$ cat src/rtl/hazard_scoreboard.sv
// Hazard detection, operand forwarding and long-latency register scoreboard
// for the F/D/E/M/W core; stall and flush outputs are purely combinational.
module hazard_scoreboard #(
  parameter int NUM_REGS        = 32,
  parameter int REG_ADDR_W      = 5,
  parameter int NUM_READ_PORTS  = 2,
  parameter int MAX_OUTSTANDING = 4
) (
  input  logic                                 clk_i,
  input  logic                                 rst_i,
  input  logic [NUM_READ_PORTS*REG_ADDR_W-1:0] rs_d_i,
  input  logic [REG_ADDR_W-1:0]                rd_d_i,
  input  logic                                 reg_write_d_i,
  input  logic                                 long_op_d_i,
  input  logic [NUM_READ_PORTS*REG_ADDR_W-1:0] rs_e_i,
  input  logic [REG_ADDR_W-1:0]                rd_e_i,
  input  logic [REG_ADDR_W-1:0]                rd_m_i,
  input  logic [REG_ADDR_W-1:0]                rd_w_i,
  input  logic                                 reg_write_e_i,
  input  logic                                 reg_write_m_i,
  input  logic                                 reg_write_w_i,
  input  logic [1:0]                           result_src_e_i,
  input  logic                                 long_issue_e_i,
  input  logic                                 pc_src_e_i,
  input  logic                                 dmem_stall_i,
  input  logic                                 long_wb_valid_i,
  input  logic [REG_ADDR_W-1:0]                long_wb_rd_i,
  output logic                                 stall_f_o,
  output logic                                 stall_d_o,
  output logic                                 stall_e_o,
  output logic                                 stall_m_o,
  output logic                                 flush_d_o,
  output logic                                 flush_e_o,
  output logic                                 flush_w_o,
  output logic [NUM_READ_PORTS*2-1:0]          forward_e_o,
  output logic [NUM_REGS-1:0]                  pending_o,
  output logic [$clog2(MAX_OUTSTANDING+1)-1:0] outstanding_o
);

  localparam int CW = $clog2(MAX_OUTSTANDING + 1);
  localparam logic [CW-1:0] MAX_CNT = CW'(MAX_OUTSTANDING);

  logic [NUM_REGS-1:0] r_pending;
  logic [CW-1:0]       r_count;

  logic [NUM_REGS-1:0] w_wb_hot;
  logic [NUM_REGS-1:0] w_set_hot;
  logic [NUM_REGS-1:0] w_eff;
  logic [NUM_REGS-1:0] w_pend_nxt;
  logic [CW-1:0]       w_cnt_nxt;
  logic [CW:0]         w_cap_lhs;
  logic [CW:0]         w_cap_rhs;
  logic                w_inc;
  logic                w_dec;
  logic                w_set;
  logic                w_load_e;
  logic                w_cap;
  logic                w_hz;
  logic [NUM_READ_PORTS*2-1:0] w_fwd;

  assign w_inc    = long_issue_e_i && !dmem_stall_i;
  assign w_set    = w_inc && (rd_e_i != '0);
  // an x0 long op has no pending bit, but its writeback still retires it
  assign w_dec    = long_wb_valid_i &&
                    (r_pending[long_wb_rd_i] || (long_wb_rd_i == '0));
  assign w_load_e = result_src_e_i[0] && reg_write_e_i && (rd_e_i != '0);

  always_comb begin
    w_wb_hot  = '0;
    w_set_hot = '0;
    if (long_wb_valid_i) w_wb_hot[long_wb_rd_i] = 1'b1;
    if (w_set)           w_set_hot[rd_e_i]      = 1'b1;
  end

  assign w_eff      = r_pending & ~w_wb_hot;
  assign w_pend_nxt = (r_pending & ~w_wb_hot) | w_set_hot;

  assign w_cap_lhs = {1'b0, r_count} + (CW+1)'(long_issue_e_i);
  assign w_cap_rhs = (CW+1)'(MAX_OUTSTANDING) + (CW+1)'(w_dec);
  assign w_cap     = long_op_d_i && (w_cap_lhs >= w_cap_rhs);

  always_comb begin
    w_hz  = w_cap;
    w_fwd = '0;
    if (reg_write_d_i && (rd_d_i != '0) && w_eff[rd_d_i]) w_hz = 1'b1;
    for (int k = 0; k < NUM_READ_PORTS; k++) begin
      if (rs_d_i[k*REG_ADDR_W +: REG_ADDR_W] != '0) begin
        if (w_eff[rs_d_i[k*REG_ADDR_W +: REG_ADDR_W]]) w_hz = 1'b1;
        if (w_load_e &&
            rd_e_i == rs_d_i[k*REG_ADDR_W +: REG_ADDR_W]) w_hz = 1'b1;
      end
      if (rs_e_i[k*REG_ADDR_W +: REG_ADDR_W] != '0) begin
        if (reg_write_m_i &&
            rs_e_i[k*REG_ADDR_W +: REG_ADDR_W] == rd_m_i)
          w_fwd[k*2 +: 2] = 2'b10;
        else if (reg_write_w_i &&
                 rs_e_i[k*REG_ADDR_W +: REG_ADDR_W] == rd_w_i)
          w_fwd[k*2 +: 2] = 2'b01;
      end
    end
  end

  always_comb begin
    stall_f_o   = 1'b0;
    stall_d_o   = 1'b0;
    stall_e_o   = 1'b0;
    stall_m_o   = 1'b0;
    flush_d_o   = 1'b0;
    flush_e_o   = 1'b0;
    flush_w_o   = 1'b0;
    forward_e_o = '0;
    priority case (1'b1)
      rst_i: begin
        flush_d_o = 1'b1;
        flush_e_o = 1'b1;
      end
      dmem_stall_i: begin
        stall_f_o   = 1'b1;
        stall_d_o   = 1'b1;
        stall_e_o   = 1'b1;
        stall_m_o   = 1'b1;
        flush_w_o   = 1'b1;
        forward_e_o = w_fwd;
      end
      pc_src_e_i: begin
        flush_d_o   = 1'b1;
        flush_e_o   = 1'b1;
        forward_e_o = w_fwd;
      end
      w_hz: begin
        stall_f_o   = 1'b1;
        stall_d_o   = 1'b1;
        flush_e_o   = 1'b1;
        forward_e_o = w_fwd;
      end
      default: forward_e_o = w_fwd;
    endcase
  end

  always_comb begin
    w_cnt_nxt = r_count;
    if (w_inc && !w_dec) begin
      if (r_count != MAX_CNT) w_cnt_nxt = r_count + 1'b1;
    end else if (!w_inc && w_dec) begin
      if (r_count != '0) w_cnt_nxt = r_count - 1'b1;
    end
  end

  always_ff @(posedge clk_i or posedge rst_i) begin
    if (rst_i) begin
      r_pending <= '0;
      r_count   <= '0;
    end else begin
      r_pending <= w_pend_nxt;
      r_count   <= w_cnt_nxt;
    end
  end

`ifndef SYNTHESIS
  always @(posedge clk_i) begin
    if (!rst_i) begin
      if (long_wb_valid_i && !w_dec)
        $warning("hazard_scoreboard: writeback to idle x%0d", long_wb_rd_i);
      if (w_inc && !w_dec && r_count == MAX_CNT)
        $warning("hazard_scoreboard: outstanding count overflow");
      if (w_dec && !w_inc && r_count == '0)
        $warning("hazard_scoreboard: outstanding count underflow");
    end
  end
`endif

  assign pending_o     = r_pending;
  assign outstanding_o = r_count;

endmodule
$ cat config.mk
export PLATFORM = sky130hd
export DESIGN_NAME = hazard_scoreboard
export DESIGN_NICKNAME = d
export VERILOG_FILES = /design/src/rtl/hazard_scoreboard.sv
export SDC_FILE = /design/constraint.sdc
export NUM_CORES = 1
export LEC_CHECK = 0
export BUFFER_PORTS_ARGS = -buffer_cell sky130_fd_sc_hd__buf_2
export CAP_MARGIN = 20
export CORE_UTILIZATION = 35
export CTS_BUF_LIST = sky130_fd_sc_hd__clkbuf_8
export DETAILED_ROUTE_END_ITERATION = 12
export PLACE_DENSITY = 0.58
export SYNTH_ARGS = -nofsm -noshare
export SYNTH_HDL_FRONTEND = slang
export SYNTH_SLANG_ARGS = --single-unit
$ cat constraint.sdc
create_clock -name clk_i -period 4.9 [get_ports clk_i]
set_input_delay 0.49 -clock clk_i [delete_from_list [all_inputs] [get_ports clk_i]]
set_output_delay 0.49 -clock clk_i [all_outputs]
set_load 0.005 [all_outputs]
==> flow_summary.ini <==
[clock_tree]
path_clk_slew_ns = 0.08
post_cts_resize_count = 0
cts_buffers = 5
clock_latency_ns = 0.29
cts.sinks = 35
postCtsSetupRepairBufs = 0
clockBufferDepth = 2
root_buffer = clkbuf_8
cts_tree = built
htreeDepth = 2
hold_buffers = 0

[sta]
fmax_mhz = 216
final-max-slew-violation-count = 0
hold_violations = 0
finalCritPeriodShare_pct = 94.5
finClkSkew_ns = 0.00169
rsz0062_at_grt = no
min_period_ns = 4.63
setup_viol = 0
setup_tns_ns = 0
setup_ws_ns = 0.271
relSlewSlack_pct = 43.4
worst-slew-pin-transition_ns = 0.842

[min_path]
hold_class = in2async

[routing]
wire_per_inst_um = 21.7
drtPass1Iterations = 5
ant_nets = 0
vias_per_cell = 6.16
num_vias = 4203
wl_mm = 14.8
drt_iter0_markers = 372
route.detailed.drc = 0

[place]
io_buffers = 102
placed_area_um2 = 4440
place.gp.congestion = 0.994
dp_slack_ns = 0.312
dpl.hpwl_mm = 11.1

[power]
p_per_area_nw_per_um2 = 267
ir_drop_uv = 134
cellLeakagePower_uw = 0.00191

[synthesis]
synth_cell_types = 65
synth_area_per_cell_um2 = 8.39
syn_area_um2 = 3880
yosysSeqAreaShare_pct = 22.5
synth_fa_ha_area_share_pct = 1.80
synth_edf_count = 0
ys_seq_elements = 35
synth_mux_area_share_pct = 15.7
synth-main-ff-cell = dfrtp_1
synth_simple_gate_area_share_pct = 20.9
synth_top_family_by_area = compound AO/OA/AOI/OAI gates
synth-xor-area-share_pct = 7.89
synth_area_leaders = dfrtp_1 23%, o21ai_0 10%, mux2i_1 8.8%
yosysTopAreaCell = dfrtp_1
synth_compound_area_share_pct = 24.5
synth_top_area_share_pct = 22.5
synthArstFlopShare_pct = 100
yosys_warnings = 0
synth_nets = 526
postSynthCellCount = 463

[critical_path]
path_class = reg2out
cp-start-kind = register
critPathRequiredTime_ns = 4.41
critPathArrivalTime_ns = 4.14
endpoint_kind = output pin
cp_max_fo = 6

[global_route]
grt_start_max_net_pins = 36
grt_usage_pct = 26.1
grt_pass1_wl_mm = 23.0
grt_pass1_vias = 4093
overflow = 0
antenna_found_initial = 0

[die]
start_util_pct = 35.8
rows = 38
die_y_um = 107
dieArea_um2 = 11500
coreArea_um2 = 10800
fp.dieW_um = 107
io_pins = 104

[outcome]
status = completed

[layout]
area_growth_pct = 16.4
nNetsFinal = 604
final_area_um2 = 4520
post_route_cells_drive_above_1_share_pct = 26.0
antenna_cells = 0

[flow_run]
maxCapViolCount = 0
final cells by class:
class / instances / area [um2]
clock inverter: 3 / 16.3
sequential: 35 / 876
clock buffer: 5 / 68.8
tap: 140 / 175
fill: 1128 / 6320
timing repair buffer: 110 / 571
inverter: 17 / 63.8
multi-input combinational: 372 / 2750
layer usage:
layer	GRT usage, %	share of wire, %
met1	34.2	44
met2	43.2	47
met3	4.24	6.7
met4	9.88	2.6
met5	0	0
where the power goes:
part           total, uW  leakage [uW]  switching (uW)  internal [uW]
registers            469      0.000450             122            347
clock network        221     0.0000453             123           97.6
logic                518       0.00141             273            246
total               1210       0.00191             517            691
kinds of logic (layout without fill, tap and decap cells):
kind of cell | after synthesis | count (layout)
adders and majority gates | 5 | 5
AOI/OAI and AO/OA | 152 | 152
DFF | 35 | 35
muxes | 48 | 48
xor gates and xnor gates | 35 | 35
and+or+nand+nor | 132 | 132
buffers and inverters | 56 | 135
critical path, cell delays in order, from the launching register on:
cell and delay (ns):
dfrtp_1 0.51, mux4_2 0.52, mux4_2 0.45, mux2_2 0.28
and2_4 0.17, ha_1 0.28, nor3b_1 0.25, o21ai_0 0.11
a21oi_1 0.17, o2111ai_1 0.12, nor4_1 0.43, and4_1 0.30
a31oi_1 0.11, buf_2 0.14
cell usage after synthesis (all sizes together), types with 3 or more instances:
cell type / n
a2111oi: 3
a21oi: 13
a311oi: 23
a31oi: 9
and2: 3
and3: 6
and4b: 3
buf: 23
clkbuf: 16
dfrtp: 35
ha: 4
inv: 17
mux2: 4
mux2i: 34
mux4: 10
nand2: 16
nand2b: 5
nand3: 11
nand3b: 8
nand4: 5
nand4b: 4
nor2: 17
nor2b: 7
nor3: 9
nor3b: 7
nor4: 6
o2111ai: 3
o211ai: 3
o21ai: 79
or2: 5
or3: 4
or4: 3
xnor2: 22
xor2: 13
stage by stage:
step / utilization, % / cells / hold slack, ns / power, uW
3_3_place_gp: 40.9 / 674 / 0.568 / 968
4_1_cts: 41.7 / 682 / 0.377 / 1200
5_1_grt: 41.7 / 682 / 0.406 / 1290
6_report: 41.7 / 682 / 0.347 / 1210
3_5_place_dp: 40.9 / 674 / 0.557 / 981
2_1_floorplan: - / 463 / 0.531 / 761
sequential cells by signal (all words and copies together) (netlist names):
signal and count:
outstanding_o 3, pending_o 32
path summary, 6_finish.rpt:
kind	startpoint	endpoint	slack, ns	cells after the start
setup / recovery	pending_o[15]$_DFF_PP0_	stall_d_o	0.27	13
min in group clk_i	pending_o[0]$_DFF_PP0_	pending_o[0]$_DFF_PP0_	0.57	1
max in group asynchronous	rst_i	pending_o[17]$_DFF_PP0_	4.20	3
setup reg to reg	pending_o[15]$_DFF_PP0_	outstanding_o[2]$_DFFE_PP0P_	1.61	11
hold reg to reg	pending_o[0]$_DFF_PP0_	pending_o[0]$_DFF_PP0_	0.57	1
hold / removal	rst_i	pending_o[3]$_DFF_PP0_	0.35	3
cell usage in the layout (no fill, tap or decap), drive strengths merged, types with 4 or more instances in the layout:
master	Yosys	final
buf	23	110
o21ai	79	79
dfrtp	35	35
mux2i	34	34
a311oi	23	23
xnor2	22	22
inv	17	18
nor2	17	17
nand2	16	16
xor2	13	13
a21oi	13	13
nand3	11	11
mux4	10	10
nor3	9	9
a31oi	9	9
nand3b	8	8
nor2b	7	7
nor3b	7	7
nor4	6	6
and3	6	6
nand2b	5	5
nand4	5	5
clkbuf	16	5
or2	5	5
nand4b	4	4
or3	4	4
mux2	4	4
ha	4	4
No activity file was read; power rests on OpenSTA's default activity.
